`config.mk`:
```
export PLATFORM = sky130hd
export DESIGN_NAME = i2c_tx_fifo
export DESIGN_NICKNAME = d
export VERILOG_FILES = /design/src/rtl/i2c_pkg.sv /design/src/rtl/i2c_fifo_mem.sv /design/src/rtl/i2c_tx_fifo.sv
export SDC_FILE = /design/constraint.sdc
export NUM_CORES = 1
export LEC_CHECK = 0
export ABC_AREA = 1
export BUFFER_PORTS_ARGS = -buffer_cell sky130_fd_sc_hd__buf_4
export CAP_MARGIN = 20
export CORE_MARGIN = 1.5
export CORE_UTILIZATION = 42
export DETAILED_ROUTE_END_ITERATION = 7
export PLACE_DENSITY = 0.7
export SLEW_MARGIN = 20
export SYNTH_ARGS = -nofsm -noshare
export SYNTH_HDL_FRONTEND = slang
export SYNTH_HIERARCHICAL = 1
export SYNTH_SLANG_ARGS = --single-unit
```
`constraint.sdc`:
```
create_clock -name axi_clk -period 4.23 [get_ports axi_clk]
set_input_delay 0.2115 -clock axi_clk [delete_from_list [all_inputs] [get_ports axi_clk]]
set_output_delay 0.2115 -clock axi_clk [all_outputs]
set_load 0.02 [all_outputs]
```
`src/rtl/i2c_pkg.sv`:
```
// Shared constants for the I2C block: TX FIFO geometry and status-register layout.
// Latency: n/a (declarations only).
// Backpressure: n/a.
//
// Contents:
//   TX_FIFO_DEPTH / TX_FIFO_DATA_W  default TX FIFO geometry
//   TX_FIFO_PTR_W / TX_FIFO_CNT_W   pointer and occupancy widths for that geometry
//   STAT_*_BIT                      bit positions of FIFO flags in the status register
//   tx_fifo_status()                packs the four flags into status-register order
package i2c_pkg;

    localparam int TX_FIFO_DEPTH  = 16;
    localparam int TX_FIFO_DATA_W = 8;
    localparam int TX_FIFO_PTR_W  = $clog2(TX_FIFO_DEPTH);
    // One extra bit so that "completely full" (== DEPTH) is representable.
    localparam int TX_FIFO_CNT_W  = TX_FIFO_PTR_W + 1;

    localparam int STAT_FULL_BIT      = 0;
    localparam int STAT_EMPTY_BIT     = 1;
    localparam int STAT_OVERFLOW_BIT  = 2;
    localparam int STAT_UNDERFLOW_BIT = 3;
    localparam int STAT_W             = 4;

    function automatic logic [STAT_W-1:0] tx_fifo_status(
        input logic full,
        input logic empty,
        input logic overflow,
        input logic underflow
    );
        logic [STAT_W-1:0] s;
        s                     = '0;
        s[STAT_FULL_BIT]      = full;
        s[STAT_EMPTY_BIT]     = empty;
        s[STAT_OVERFLOW_BIT]  = overflow;
        s[STAT_UNDERFLOW_BIT] = underflow;
        return s;
    endfunction

endpackage

```
`src/rtl/i2c_fifo_mem.sv`:
```
// Storage array for the I2C TX FIFO: one synchronous write port, one combinational read port.
// Latency: write lands on the clock edge; read data follows rd_addr combinationally.
// Backpressure: none; the owner decides when a write is legal.
//
// Ports:
//   clk      rising-edge clock
//   wr_en    write strobe (already qualified by the owner)
//   wr_addr  write address
//   wr_data  write data
//   rd_addr  read address
//   rd_data  contents of mem[rd_addr]
module i2c_fifo_mem #(
    parameter int DEPTH  = 16,
    parameter int DATA_W = 8
) (
    input  logic                     clk,
    input  logic                     wr_en,
    input  logic [$clog2(DEPTH)-1:0] wr_addr,
    input  logic [DATA_W-1:0]        wr_data,
    input  logic [$clog2(DEPTH)-1:0] rd_addr,
    output logic [DATA_W-1:0]        rd_data
);

    // No reset: contents are only ever observed through pointers that are reset.
    logic [DATA_W-1:0] mem [DEPTH];

    always_ff @(posedge clk) begin
        if (wr_en) begin
            mem[wr_addr] <= wr_data;
        end
    end

    assign rd_data = mem[rd_addr];

endmodule

```
`src/rtl/i2c_tx_fifo.sv`:
```
// I2C transmit byte FIFO between the AXI register write path and the I2C controller FSM.
// Latency: push visible in count/empty/full after one edge; popped data valid the cycle after read_request.
// Backpressure: pushes while full are dropped, pops while empty are ignored; no stall signalling.
//
// Ports:
//   axi_clk, axi_reset     clock and synchronous active-high reset
//   wr_en, wr_data         push request; only wr_data[DATA_W-1:0] is stored
//   flush                  single-cycle clear of pointers, count, output data and error flags
//   read_request           pop pulse from the controller
//   data_from_fifo         last popped entry, zero-extended to 32 bits
//   full, empty, count     registered occupancy status
//   overflow, underflow    sticky error flags
//
// Build option: define I2C_TX_FIFO_ERR_FLAGS_EN to implement the overflow/underflow
// flags; otherwise both outputs are constant 0.
module i2c_tx_fifo
    import i2c_pkg::*;
#(
    parameter int DEPTH  = TX_FIFO_DEPTH,
    parameter int DATA_W = TX_FIFO_DATA_W
) (
    input  logic                     axi_clk,
    input  logic                     axi_reset,
    input  logic                     wr_en,
    input  logic [31:0]              wr_data,
    input  logic                     flush,
    input  logic                     read_request,
    output logic [31:0]              data_from_fifo,
    output logic                     full,
    output logic                     empty,
    output logic [$clog2(DEPTH):0]   count,
    output logic                     overflow,
    output logic                     underflow
);

    localparam int PTR_W = $clog2(DEPTH);
    localparam int CNT_W = PTR_W + 1;
    localparam logic [CNT_W-1:0] DEPTH_CNT = CNT_W'(DEPTH);

    logic [PTR_W-1:0]  wr_ptr;
    logic [PTR_W-1:0]  rd_ptr;
    logic [DATA_W-1:0] rd_dat;
    logic [CNT_W-1:0]  count_nxt;
    logic              push_ok;
    logic              pop_ok;
    logic              mem_wr;

    // Qualification uses the registered flags, so a push/pop pair while full
    // resolves to pop-only and while empty to push-only.
    assign push_ok = wr_en && !full;
    assign pop_ok  = read_request && !empty;

    // Flush and reset cancel the push; gating keeps the array quiet on those cycles.
    assign mem_wr  = push_ok && !flush && !axi_reset;

    i2c_fifo_mem #(
        .DEPTH  (DEPTH),
        .DATA_W (DATA_W)
    ) u_mem (
        .clk     (axi_clk),
        .wr_en   (mem_wr),
        .wr_addr (wr_ptr),
        .wr_data (wr_data[DATA_W-1:0]),
        .rd_addr (rd_ptr),
        .rd_data (rd_dat)
    );

    // Upper write-data bits are architecturally ignored.
    generate
        if (DATA_W < 32) begin : g_unused_wdata
            logic unused_wr_data_hi;
            assign unused_wr_data_hi = ^wr_data[31:DATA_W];
        end
    endgenerate

    always_comb begin
        count_nxt = count;
        case ({push_ok, pop_ok})
            2'b10:   count_nxt = count + CNT_W'(1);
            2'b01:   count_nxt = count - CNT_W'(1);
            default: count_nxt = count;
        endcase
    end

    // Pointers are PTR_W bits and DEPTH is a power of two, so the natural
    // binary roll-over is the DEPTH-1 -> 0 wrap.
    always_ff @(posedge axi_clk) begin
        if (axi_reset) begin
            wr_ptr         <= '0;
            rd_ptr         <= '0;
            count          <= '0;
            data_from_fifo <= '0;
            empty          <= 1'b1;
            full           <= 1'b0;
        end else if (flush) begin
            wr_ptr         <= '0;
            rd_ptr         <= '0;
            count          <= '0;
            data_from_fifo <= '0;
            empty          <= 1'b1;
            full           <= 1'b0;
        end else begin
            if (push_ok) begin
                wr_ptr <= wr_ptr + PTR_W'(1);
            end
            if (pop_ok) begin
                rd_ptr         <= rd_ptr + PTR_W'(1);
                data_from_fifo <= 32'(rd_dat);
            end
            count <= count_nxt;
            empty <= (count_nxt == '0);
            full  <= (count_nxt == DEPTH_CNT);
        end
    end

`ifdef I2C_TX_FIFO_ERR_FLAGS_EN
    // Sticky: once set, only flush or reset clears them.
    always_ff @(posedge axi_clk) begin
        if (axi_reset || flush) begin
            overflow  <= 1'b0;
            underflow <= 1'b0;
        end else begin
            if (wr_en && full) begin
                overflow <= 1'b1;
            end
            if (read_request && empty) begin
                underflow <= 1'b1;
            end
        end
    end
`else
    assign overflow  = 1'b0;
    assign underflow = 1'b0;
`endif

endmodule

```
==> qor.txt <==
Iteration-0 DRC Markers = 470
Cell Pwr Density = 400.0 nW/um^2
first-pass GRT wire length = 21.51 mm
H-Tree Level Count = 4
outcome = completed
Ports = 78
Area growth, synth to finish = 10.47%
MaxCap Viol Count = 0
Synth Register Bits = 151
TritonRoute pass-1 iters = 5
R2R depth = 9
most common cell after layout, fill and taps aside = nand2_1
Worst Path Arrival = 2.43 ns
critical path class = flop to flop
initial antenna violation count = 0
synth unique cells = 30
total gr overflow = 0
Hold Crit Class = primary input to flop
crit path max fanout = 64
Post-CTS Hold Buffers = 0
CTS Buf Count = 17
RePlAce Congestion = 0.7797
Max transition margin = 35.08%
via count = 4581
DIE WIDTH = 131.2 um
final WL = 13.73 mm
startpoint types = flop
final setup vio count = 0
layout cells sized above 1 = 10.07%
Synth Area per Inst = 9.579 sq um
# DRC = 0
Vias per Instance = 4.718
commonest cells after routing, fill and taps aside = nand2_1 (196), edfxtp_1 (128), inv_1 (116)
# Post-CTS Setup Buffers = 0
vias in the first global route = 4228
CTS root buf = clkbuf_16
CTS tree = built
clock slew at reported path FFs = 0.06 ns
Leak = 3.283 nW
Core Box Area = 16000 sq um
Die Y = 131.2 um
Starting Density = 43.17%
Final ANT Viol Nets = 0
number of diodes = 0
Max VDD drop = 0.2757 mV
Std-Cell Rows = 46
Finished Layout Cells = 971
hold depth = 1
clock sink count = 151
Max Clk Rate = 0.4682 GHz
# fillers = 1480
WL per Instance = 14.14 um
mapped cell area = 6907 sq um
Cells after Synth = 721
DP Worst Slack = 1.869 ns
Final Util = 47.69%
placed insts = 941
Final Cycle Share = 50.50%
Synth warnings = 6
Worst setup EP type = flop
fin crit period = 2.136 ns
Clock Tree Buf Depth = 2
final setup margin = 2.094 ns
pin count of the biggest net entering global routing = 68
Seq. cell area = 4305 sq um
Clk Latency, worst-skew pair = 0.41 ns
Max Slew Vio Count = 0
Fin. Hold Viols = 0
RSZ-0062 raised after global routing = no
clk_skew = 0.008313 ns
WHS = 0.1306 ns
Multi-input gate area = 1868 sq um
PortBufs = 27
CTS resizes = 0
die area = 17220 sq um
setup tns final = 0 ns
total track usage = 16.55%
HPWL after detailed placement = 8.316 mm
Slew @ Worst Pin = 0.9738 ns
fin nets = 785
Critical Path RT = 4.53 ns
sequential area share after synthesis = 62.32%
[state kept, by name, indices dropped and copies added, names as in the netlist]
| name | count |
|---|---|
| full | 1 |
| count | 5 |
| data_from_fifo | 8 |
| empty | 1 |
| rd_ptr | 4 |
| u_mem/mem | 128 |
| wr_ptr | 4 |
[cells by family after synthesis]
kind of cell | synth area share (%)
and+or+nand+nor | 22.97
buffers and inverters | 11.99
AOI/OAI and AO/OA | 1.812
other | 0.05430
DFF | 62.32
xor gates and xnor gates | 0.1268
adders and majority gates | 0.7247
[final cells by class]
| type | count | share of cell area, % |
|---|---|---|
| clock buffer | 18 | 5.625 |
| clock inverter | 12 | 0.8527 |
| inverter | 122 | 6.018 |
| multi-input combinational | 421 | 24.48 |
| sequential | 151 | 56.43 |
| tap | 216 | 3.542 |
| timing repair buffer | 31 | 3.050 |
[stage by stage]
| step | instance area [sq um] | total power [mW] |
|---|---|---|
| CTS | 7629 | 3.074 |
| global placement | 7134 | 1.817 |
| global route | 7630 | 3.150 |
| finish | 7630 | 3.052 |
| detailed placement | 7134 | 1.819 |
| floorplan | 7000 | 1.780 |
[synthesized netlist by cell type, drive strengths merged]
library cell | n | share of area (%)
and3 | 2 | 0.18
buf | 51 | 5.3
o21bai | 1 | 0.16
nor2 | 49 | 3.0
nand4 | 1 | 0.091
nor3 | 2 | 0.14
o21ai | 14 | 1.1
dfxtp | 23 | 6.7
xor2 | 1 | 0.13
inv | 121 | 6.6
nand3b | 2 | 0.22
nand2 | 201 | 11
edfxtp | 128 | 56
clkinv | 1 | 0.054
nand3 | 110 | 8.2
ha | 4 | 0.72
conb | 1 | 0.054
a21oi | 8 | 0.58
clkbuf | 1 | 0.054
[routing by layer]
metal | GRT usage [%] | part of all wire [%] | vias up
met5 | 0 | 0 | -
met1 | 20.66 | 43 | 2085
met4 | 8.177 | 3.0 | 0
li1 | - | - | 2305
met3 | 2.932 | 5.7 | 29
met2 | 27.78 | 48 | 162
[critical path, stage by stage (launching register included)]
cell,delay [ns]
dfxtp_2,0.33
clkinv_2,0.68
nand2_1,0.25
nand2_1,0.07
nand2_1,0.07
nand3_1,0.12
nand3_1,0.19
nand2_1,0.08
nor2_1,0.11
nor2_1,0.06
[power breakdown]
part           total, mW  switching [mW]  leakage [nW]  internal (mW)
combinational      0.160           0.119          1.70         0.0415
sequential          1.63         0.00667          1.34           1.62
clock               1.26           0.535         0.243          0.728
total               3.05           0.661          3.28           2.39
[path summary, 6_finish.rpt]
| kind | to | from | slack (ns) |
|---|---|---|---|
| max | data_from_fifo[6]$_SDFFE_PP0P_ | rd_ptr[0]$_SDFFE_PP0P_ | 2.09 |
| min | u_mem/mem[2][4]$_DFFE_PP_ | wr_data[4] | 0.13 |
| max reg2reg | data_from_fifo[6]$_SDFFE_PP0P_ | rd_ptr[0]$_SDFFE_PP0P_ | 2.09 |
| min reg2reg | data_from_fifo[5]$_SDFFE_PP0P_ | data_from_fifo[5]$_SDFFE_PP0P_ | 0.52 |
Power figures use the tool's default switching activity.
